File: src/rtl/clk_deb_pkg.sv
// Shared defaults and counter-sizing helper for clk_enable_debounce.
package clk_deb_pkg;

   localparam int unsigned CLK_HZ        = 100_000_000;
   localparam int unsigned PIX_DIV       = 4;
   localparam int unsigned SCAN_DIV      = 400_000;
   localparam int unsigned DB_CYCLES     = 1_000_000;
   localparam int unsigned REPEAT_CYCLES = 25_000_000;

   // Bits needed to hold 0..value-1; never less than one bit.
   function automatic int unsigned clog2(input int unsigned value);
      int unsigned w;
      w = 1;
      for (int unsigned i = 1; i < 32; i++) begin
         if ((64'd1 << i) < 64'(value)) w = i + 1;
      end
      return w;
   endfunction

endpackage

File: src/rtl/debounce_ch.sv
// One button channel: 2-flop synchronizer, stable-time counter, level and edge pulses.
// Build macro CLK_DEB_AUTOREPEAT_EN adds a repeat counter that re-fires pressPulse while held.
module debounce_ch
   import clk_deb_pkg::*;
#(
   parameter int unsigned DB_CYCLES     = clk_deb_pkg::DB_CYCLES
`ifdef CLK_DEB_AUTOREPEAT_EN
  ,parameter int unsigned REPEAT_CYCLES = clk_deb_pkg::REPEAT_CYCLES
`endif
)(
   input  logic clk,
   input  logic rst,
   input  logic btnRaw,
   output logic level,
   output logic pressPulse,
   output logic releasePulse
);

   localparam int unsigned      CW      = clog2(DB_CYCLES);
   localparam logic [CW-1:0]    DB_LAST = CW'(DB_CYCLES - 1);

   logic          sync1;
   logic          sync2;
   logic [CW-1:0] stableCnt;
   logic          flip;
   logic          repFire;

   assign flip = (sync2 != level) && (stableCnt == DB_LAST);

`ifdef CLK_DEB_AUTOREPEAT_EN
   localparam int unsigned   RW       = clog2(REPEAT_CYCLES);
   localparam logic [RW-1:0] REP_LAST = RW'(REPEAT_CYCLES - 1);

   logic [RW-1:0] repCnt;

   // A release edge takes priority over a repeat that lands on the same cycle.
   assign repFire = level && !flip && (repCnt == REP_LAST);

   always_ff @(posedge clk) begin
      if (rst || !level || flip || repFire) repCnt <= '0;
      else                                  repCnt <= repCnt + RW'(1);
   end
`else
   assign repFire = 1'b0;
`endif

   always_ff @(posedge clk) begin
      if (rst) begin
         sync1        <= 1'b0;
         sync2        <= 1'b0;
         stableCnt    <= '0;
         level        <= 1'b0;
         pressPulse   <= 1'b0;
         releasePulse <= 1'b0;
      end else begin
         sync1 <= btnRaw;
         sync2 <= sync1;
         if (sync2 == level || flip) stableCnt <= '0;
         else                        stableCnt <= stableCnt + CW'(1);
         if (flip) level <= ~level;
         pressPulse   <= (flip & ~level) | repFire;
         releasePulse <= flip & level;
      end
   end

endmodule

File: src/rtl/clk_enable_debounce.sv
// Pixel/scan clock-enable strobes plus N_BTN independent button debouncers.
// Build macro CLK_DEB_AUTOREPEAT_EN enables btn_press auto-repeat while a button is held.
module clk_enable_debounce
   import clk_deb_pkg::*;
#(
   parameter int unsigned CLK_HZ        = clk_deb_pkg::CLK_HZ,
   parameter int unsigned PIX_DIV       = clk_deb_pkg::PIX_DIV,
   parameter int unsigned SCAN_DIV      = clk_deb_pkg::SCAN_DIV,
   parameter int unsigned N_BTN         = 4,
   parameter int unsigned DB_CYCLES     = clk_deb_pkg::DB_CYCLES,
   parameter int unsigned REPEAT_CYCLES = clk_deb_pkg::REPEAT_CYCLES
)(
   input  logic             clk,
   input  logic             rst,
   input  logic [N_BTN-1:0] btn_raw,
   output logic             pix_en,
   output logic             scan_tick,
   output logic [1:0]       scan_idx,
   output logic [N_BTN-1:0] btn_level,
   output logic [N_BTN-1:0] btn_press,
   output logic [N_BTN-1:0] btn_release
);

   localparam int unsigned   PW        = clog2(PIX_DIV);
   localparam int unsigned   SW        = clog2(SCAN_DIV);
   localparam logic [PW-1:0] PIX_LAST  = PW'(PIX_DIV - 1);
   localparam logic [SW-1:0] SCAN_LAST = SW'(SCAN_DIV - 1);

   if (CLK_HZ == 0 || PIX_DIV < 2 || SCAN_DIV < 2 || N_BTN < 1 ||
       DB_CYCLES < 2 || REPEAT_CYCLES < 1) begin : gBadParams
      $error("clk_enable_debounce: parameter out of legal range");
   end

   logic [PW-1:0] pixCnt;
   logic [SW-1:0] scanCnt;

   // Strobes are registered from the terminal count, so the first one
   // appears on the DIV-th cycle after reset is released.
   always_ff @(posedge clk) begin
      if (rst) begin
         pixCnt    <= '0;
         scanCnt   <= '0;
         pix_en    <= 1'b0;
         scan_tick <= 1'b0;
         scan_idx  <= '0;
      end else begin
         pix_en    <= (pixCnt == PIX_LAST);
         pixCnt    <= (pixCnt == PIX_LAST) ? '0 : pixCnt + PW'(1);
         scan_tick <= (scanCnt == SCAN_LAST);
         scanCnt   <= (scanCnt == SCAN_LAST) ? '0 : scanCnt + SW'(1);
         if (scan_tick) scan_idx <= scan_idx + 2'd1;
      end
   end

   for (genvar g = 0; g < N_BTN; g++) begin : gBtn
      debounce_ch #(
         .DB_CYCLES     (DB_CYCLES)
`ifdef CLK_DEB_AUTOREPEAT_EN
        ,.REPEAT_CYCLES (REPEAT_CYCLES)
`endif
      ) uCh (
         .clk          (clk),
         .rst          (rst),
         .btnRaw       (btn_raw[g]),
         .level        (btn_level[g]),
         .pressPulse   (btn_press[g]),
         .releasePulse (btn_release[g])
      );
   end

endmodule

File: config.mk
export PLATFORM = sky130hd
export DESIGN_NAME = clk_enable_debounce
export DESIGN_NICKNAME = d
export VERILOG_FILES = /design/src/rtl/clk_deb_pkg.sv /design/src/rtl/debounce_ch.sv /design/src/rtl/clk_enable_debounce.sv
export SDC_FILE = /design/constraint.sdc
export NUM_CORES = 1
export LEC_CHECK = 0
export BUFFER_PORTS_ARGS = -buffer_cell sky130_fd_sc_hd__buf_4
export CORE_ASPECT_RATIO = 1.2
export CORE_MARGIN = 1
export CORE_UTILIZATION = 55
export DETAILED_ROUTE_END_ITERATION = 10
export PLACE_DENSITY = 0.72
export RECOVER_POWER = 50
export SLEW_MARGIN = 20
export SYNTH_ARGS = -nofsm -noshare
export SYNTH_HDL_FRONTEND = slang
export SYNTH_HIERARCHICAL = 1
export SYNTH_SLANG_ARGS = --single-unit
File: constraint.sdc
create_clock -name clk -period 3.9 [get_ports clk]
set_input_delay 0.195 -clock clk [delete_from_list [all_inputs] [get_ports clk]]
set_output_delay 0.195 -clock clk [all_outputs]
set_load 0.02 [all_outputs]
==> Word-level counts from Yosys, hierarchy flattened <==
Cells that the tools add are included.
W data, S select, Z words.
{ "word_totals": {"word_cells": 76, "ff_bits": 125, "output_inout_bits": 16, "inputBits": 6} }
{ "classes": {"n_eq_ne": 14, "n_addsub": 7, "n_bitwise": 12, "n_reduce_logical": 14} }
{ "ops": {"columns": ["operator", "n"], "rows": [
  ["$add A20 B1 Y20 const B", 4],
  ["$eq A20 B20 Y1 const B", 4],
  ["$add A19 B1 Y19 const B", 1],
  ["$eq A19 B19 Y1 const B", 1],
  ["$reduce_or A2 Y1", 6],
  ["$and A1 B1 Y1", 8],
  ["$add A2 B1 Y2 const B", 2],
  ["$eq A1 B1 Y1", 4],
  ["$logic_and A1 B1 Y1", 4],
  ["$logic_or A1 B1 Y1", 4],
  ["$ne A1 B1 Y1", 4],
  ["$not A1 Y1", 4],
  ["$eq A2 B2 Y1 const B", 1]
]} }

==> Longest topological paths before layout <==
Gate-level depths: netlist (run 1).
{ "depth": {"ltp_word": 4, "ltp_mapped": 7, "ltp_nobuf": 5} }

==> Cells and area by module <==
The synthesis (run 1) kept the hierarchy.
{ "by_module_without_submodules": {"columns": ["module", "n_inst", "area_each_um2", "cells_per_inst"], "rows": [
  ["debounce_ch", 4, 1138.6, 121],
  ["clk_enable_debounce", 1, 1087.3, 117]
]} }

==> Worst setup path after synthesis (run 1) <==
OpenSTA, ideal clock, no wires.
{ "synth_path": {"path_kind": "flip-flop to flip-flop", "startpoint": "reg scanCnt[0]", "endpoint": "reg scanCnt[18]", "setup_time_ns": 0.066, "slack_ns": 2.039, "arrival_time_ns": 1.795, "path_buffers": 0, "stages_incl_launch_ff": 6, "path_cell_list": "dfxtp_1 ha_1 nand4_2 or4_4 or3_1 a21oi_2"} }
{ "synth_between": {"elab_chain_len": 2, "word_cells_on_any_way": 3, "cone_classes": "1 x add/sub; 1 x eq/ne; 1 x reduce/logical"} }
{ "synth_lines": {"columns": ["item", "line", "text"], "rows": [
  ["start, declared", "clk_enable_debounce.sv:35", "logic [SW-1:0] scanCnt;"],
  ["start signal, assigned", "clk_enable_debounce.sv:50", "scanCnt <= (scanCnt == SCAN_LAST) ? '0 : scanCnt + SW'(1);"],
  ["parallel branches: the longest is 2 deep, another holds $add A19 B1 Y19", null, null]
]} }
Parallel ways; which one is timed is not known.
A chain may end at the register's enable or synchronous reset.

==> Worst setup path after layout (run 1) <==
{ "layout_path": {"startpoint": "reg gBtn[3].uCh.stableCnt[0]", "endpoint": "reg gBtn[3].uCh.stableCnt[12]"} }
{ "layout_between": {"elab_chain_len": 4, "word_cells_on_any_way": 5, "cone_classes": "1 x add/sub; 1 x eq/ne; 3 x reduce/logical"} }
{ "layout_lines": {"columns": ["item", "line", "text"], "rows": [
  ["start, declared", "debounce_ch.sv:24", "logic [CW-1:0] stableCnt;"],
  ["start signal, assigned", "debounce_ch.sv:59", "else stableCnt <= stableCnt + CW'(1);"],
  ["parallel branches: the longest is 4 deep, another holds $add A20 B1 Y20", null, null]
]} }
Parallel ways; which one is timed is not known.

==> metrics, run 1 <==
EDFF count, synth=0; Compound-Gate Fraction of Synth Area=6.476%; Final Cell Area=0.006366 sq mm; top-count cell post-synth=dfxtp_1; Std-Cell Rows=40; Simple-Gate Fraction of Synth Area=between 30 and 40%; crit path capture=gBtn[3].uCh/stableCnt[12]; worst min path class=in -> reg; # setup viols final=0; setup TNS=0 ps; die width=94.46 microns; critical path's top delay family=simple AND/OR/NAND/NOR gates; antenna cells=0; R2R Setup Slk=about 1700 ps; actual slew at the worst max-slew pin=712.6 ps; # resized after CTS=0; clock skew=8.221 ps; Tmin final=2219 ps; startpoint types=register; RD Place Congestion=0.7994; io pins=22; placed cell areas=0.005886 sq mm; CTS tree=built; CTS buffer count=17; fmax=450.7 MHz; Peak VDD IR=0.2588 mV; final setup margin=approximately 1700 ps; worst rel slew slack=52.49%; post-synthesis sequential area ratio=44.36%; Post-route DRC=0; Yosys reg bits=approximately 130; Post-synth top cells=dfxtp_1, nor2_1, xnor2_1; Layout Area Growth over Synthesis=12.84%; WL/cell=between 10 and 15 microns; area share of fa/ha/maj cells after synthesis=around 1.3%; Overflow after GRT=0; GRT Overall Usage=21.70%; Chip Height=112.9 microns; Placement Setup Slack=1710 ps; main combinational cell family by area after synthesis=simple AND/OR/NAND/NOR gates; crit share post-route=between 50% and 60%; Synth area leaders=dfxtp_1, xnor2_1, nor2_1; worst path required time=4160 ps; CP cell instances=ha_1 -> nand3_1 -> or2_2 -> o31ai_4 -> nor2_1; Tot Pwr=2841 uW; H-tree Lvls=4; warnings from Yosys=6; top_reg_cell synth=dfxtp_1; status=finished clean; area of the mapped netlist=0.005642 sq mm; Max Cap Viol=0; vias in the first global route=4121; area of the die=0.01067 sq mm; layout cells sized above 1=12.48%; Net Count, Synth=just over 600; critical setup path kind=reg -> reg; Setup Buffers After CTS=0; fin nets=649; residual antenna-violating net count after detailed routing=0; Reg clk slew, reported paths=60 ps; aggregate routed wire length=10800 microns; DR pass1 iterations=4; Vias=4337; Slew Limit Fails=0; Longest Clk Path Bufs=2; Synth top area share=44.36%; reg2reg end=gBtn[3].uCh/stableCnt[12]; Hold Buf Count CTS=4; final hold violations=0; FFs w/ async S/R, synth=0%; CTS root buffer=clkbuf_16; Final HPWL DP=between 7000 and 8000 microns; slowest stage delay, CP=about 640 ps; clk_lat worst skew=410 ps; Worst Path Arrival=roughly 2500 ps; first-pass GRT wire length=18360 microns; post-synthesis cell count=601; CP bufs+invs=0; post-synth top area cell=dfxtp_1; critical path depth in cells=5; Slowest-stage cell, CP=o31ai_4; Crit. Startpoint=gBtn[3].uCh/stableCnt[0]; mux contribution to synthesized area=0%; post-synthesis cell type count=42; largest net degree at the start of global routing=41; XOR/XNOR Fraction of Synth Area=12.26%; worst reg2reg startpoint=gBtn[3].uCh/stableCnt[0]; Core Region=0.01001 sq mm; worst-path fanout max=17; Mean Syn Cell Area=about 9.4 sq um; initial antenna violation count=0; Leak=0.001871 uW; crit end category=register; power per cell area=446.2 mW/mm^2; cells on worst reg2reg path=5; starting density of the core=56.36%; DR vias/cell=5.596; port bufs=21; Initial DRC Count=169; clk sinks=about 130; RSZ-0062 raised after global routing=no
[power by group]
part / switching (uW) / internal, uW / leakage, uW / total (uW)
clock network: 519 / 982 / 0.000280 / 1500
logic: 25.3 / 16.8 / 0.000581 / 42.0
registers: 8.54 / 1290 / 0.00101 / 1300
[state kept, by name, summed over array words and instances (netlist names)]
name and flops:
pixCnt 2, gBtn.uCh/sync2 4, gBtn.uCh/sync1 4, gBtn.uCh/releasePulse 4
gBtn.uCh/stableCnt 80, pix_en 1, scanCnt 19, scan_idx 2
gBtn.uCh/pressPulse 4, gBtn.uCh/level 4, scan_tick 1
[layout make-up]
class,instances,area [sq um]
clock buffers,24,481.7
clock inverters,7,87.58
fillers,868,3643
inverters,28,105.1
multi-input cells,440,2894
flip-flops and latches,125,2502
well taps,126,157.7
repair buffers,25,137.6
[cell families after synthesis]
logic type / Yosys count
AND/OR/NAND/NOR: 310
flip-flops: 125
XOR/XNOR: 79
AO/OA/AOI/OAI: 45
buffers and inverters: 36
adder cells (fa/ha/maj): 6
[metrics by stage]
step | hold WS, ps | util (%) | cells
floorplan | 266.6 | - | 601
global placement | 410.9 | 58.80 | 740
detailed placement | 414.3 | 58.80 | 740
CTS | 228.9 | 64.89 | 775
global route | 236.9 | 63.60 | 775
finish | 227.1 | 63.60 | 775
[worst min path at each step]
stage | startpoint | to | cells after the start
2_1_floorplan | rst | gBtn[0].uCh/sync1 | 1
3_3_place_gp | btn_raw[1] | gBtn[1].uCh/sync1 | 2
3_5_place_dp | btn_raw[3] | gBtn[3].uCh/sync1 | 2
4_1_cts | rst | gBtn[3].uCh/sync1 | 2
5_1_grt | rst | gBtn[2].uCh/sync2 | 2
6_report | rst | gBtn[3].uCh/sync1 | 2
[worst register-to-register path, delay by kind of cell, from the launching register on]
| family | cells | cell delay (ps) |
|---|---|---|
| adder cells (fa/ha/maj) | 1 | 210 |
| AO/OA/AOI/OAI | 1 | 640 |
| AND/OR/NAND/NOR | 3 | 840 |
| flip-flops | 1 | 390 |
[placed cells by master, fill, tap and decap left out, types with 6 or more instances in the layout]
cell type  instances
xor2_1            14
nand2_1           26
nor4_1            27
xnor2_1           65
nand4_1           28
o21ai_0           10
nand3_1           25
a31o_2             6
nor2_1           108
clkbuf_1          20
a21oi_1           10
clkbuf_16         17
or3_1             10
nor4b_1            7
dfxtp_1          125
nor3_1            22
inv_1             28
nor2b_1           13
ha_1               6
[metal layers]
layer	track usage [%]	routed length (microns)	up-vias
li1	-	-	2209
met1	24.67	4736	2042
met2	37.34	5540	67
met3	6.116	346	19
met4	9.798	173	0
met5	0	0	-
(Power assumes the default switching activity.)
==> inputs of run 2 (changes only) <==
PLACE_DENSITY = 0.75   (was 0.72)
clock period = 2.03 ns   (was 3.9 ns; I/O delays follow)
==> metrics, run 2 (synthesis gave the netlist of run 1 again) <==
Peak VDD IR=0.5577 mV (+120%); Core Region=0.01001 sq mm (unchanged); Vias=4539 (+4.7%); critical setup path kind=reg -> reg; startpoint types=register; first-pass GRT wire length=18550 microns (+1.0%); clk sinks=125 (unchanged); largest register by flop count=gBtn.uCh/stableCnt; Std-Cell Rows=40 (unchanged); WL/cell=13.64 microns (-2.1%); io pins=22 (unchanged); worst-path fanout max=17 (unchanged); aggregate routed wire length=10950 microns (+1.4%); fin nets=676 (+4.2%); CTS root buffer=clkbuf_16; initial antenna violation count=0 (unchanged); Chip Height=112.9 microns (unchanged); Largest regs=gBtn.uCh/stableCnt x80, scanCnt x19; actual slew at the worst max-slew pin=664.8 ps (-47.82 ps); fmax=515.3 MHz (+14%); # setup viols final=0 (unchanged); worst min path class=in -> reg; vias in the first global route=4409 (+7.0%); Layout Area Growth over Synthesis=19.34%; worst path required time=2310 ps (-1850 ps); H-tree Lvls=4 (unchanged); area of the die=0.01067 sq mm (unchanged); die width=94.46 microns (unchanged); antenna cells=0 (unchanged); residual antenna-violating net count after detailed routing=0 (unchanged); DR pass1 iterations=5 (+1); clock skew=7.536 ps (-0.6853 ps); Final HPWL DP=7565 microns (+5.7%); Leak=0.002027 uW (+8.3%); commonest non-fill, non-tap cell in the layout=dfxtp_1; RSZ-0062 raised after global routing=no; final setup margin=89.29 ps (-1592 ps); Placement Setup Slack=77.77 ps (-1632 ps); max reg flops=80 (unchanged); setup TNS=0 ps (unchanged); port bufs=21 (unchanged); Initial DRC Count=225 (+33%); Tmin final=1941 ps (-278.3 ps); largest net degree at the start of global routing=35 (-15%); Overflow after GRT=0 (unchanged); RD Place Congestion=0.8451 (+5.7%); most frequent cells in the layout=dfxtp_1, nor2_1, xnor2_1, nand4_1, inv_1; starting density of the core=56.36% (unchanged); crit end category=register; status=finished clean; clk_lat worst skew=410 ps (about the same); GRT Overall Usage=21.79% (+0.089 points); Reg clk slew, reported paths=50 ps (about the same); CTS tree=built; DR vias/cell=5.653 (+1.0%); Longest Clk Path Bufs=2 (unchanged); worst rel slew slack=55.27% (+2.8 points); final hold violations=0 (unchanged); layout cells sized above 1=17.28% (+4.8 points); Max Cap Viol=0 (unchanged); Slew Limit Fails=0 (unchanged); power per cell area=892.3 mW/mm^2 (+100%); Worst Path Arrival=2220 ps (-260 ps); Post-route DRC=0 (unchanged); CTS buffer count=17 (unchanged); crit share post-route=95.60% (+39 points)
==> run 2: cell count changes in the layout (fill, tap and decap cells not counted), moves of 3 or more <==
cell,before,now
buf_4,1,22
bufinv_16,2,6
clkinv_2,4,1
clkinvlp_4,1,5
nor4b_1,7,4
or3_1,10,7
or3_4,0,3
==> run 2: power breakdown <==
part | internal, uW | switching [uW]
clock network | 2340 | 1080
logic | 42.3 | 54.7
registers | 2480 | 16.0
total | 4850 | 1150
==> run 2: final timing paths <==
check                           cells after the start                        end  slack [ps]                      start
worst min-delay path                                2                scan_idx[0]         110                        rst
worst max-delay path                                5  gBtn[2].uCh/stableCnt[14]          90  gBtn[2].uCh/stableCnt[16]
worst min register to register                      1                  pixCnt[0]         440                  pixCnt[0]
worst max register to register                      5  gBtn[2].uCh/stableCnt[14]          90  gBtn[2].uCh/stableCnt[16]
==> run 2: per-stage QoR <==
stage / area (sq um) / utilization [%] / hold slack (ps) / cells / total power, uW
2_1_floorplan: 5642 / - / 173.1 / 601 / 2597
3_3_place_gp: 6101 / 60.95 / 315.2 / 767 / 2633
3_5_place_dp: 6101 / 60.95 / 320.3 / 767 / 2637
4_1_cts: 6820 / 68.14 / 96.02 / 803 / 6079
5_1_grt: 6733 / 67.26 / 111.0 / 803 / 6197
6_report: 6733 / 67.26 / 106.2 / 803 / 6008
==> run 2: layer usage <==
metal  up-vias  wire, microns  track usage (%)
met2        84           5566            37.05
li1       2262              -                -
met5         -              0                0
met4         0            289            11.92
met3        27            325            5.780
met1      2166           4771            24.51
==> run 2: critical path, cell delays in order, from the launching register on <==
cell and delay, ps:
dfxtp_1 440, nand3_2 130, or4b_4 560, o31ai_4 240, clkbuf_2 350, nor2_1 100
==> run 2: layout make-up <==
| type | instances | area [sq um] |
|---|---|---|
| inverters | 28 | 105.1 |
| fillers | 810 | 3277 |
| multi-input cells | 440 | 2952 |
| clock inverters | 14 | 240.2 |
| clock buffers | 18 | 439.2 |
| repair buffers | 52 | 336.6 |
| flip-flops and latches | 125 | 2502 |
| well taps | 126 | 157.7 |
==> run 2: repair_timing <==
action	4_1_cts	5_1_grt
setup buffers	0	0
setup endpoints to repair	0	2
resized for setup	0	1
hold buffers	4	0
hold endpoints to repair	4	0
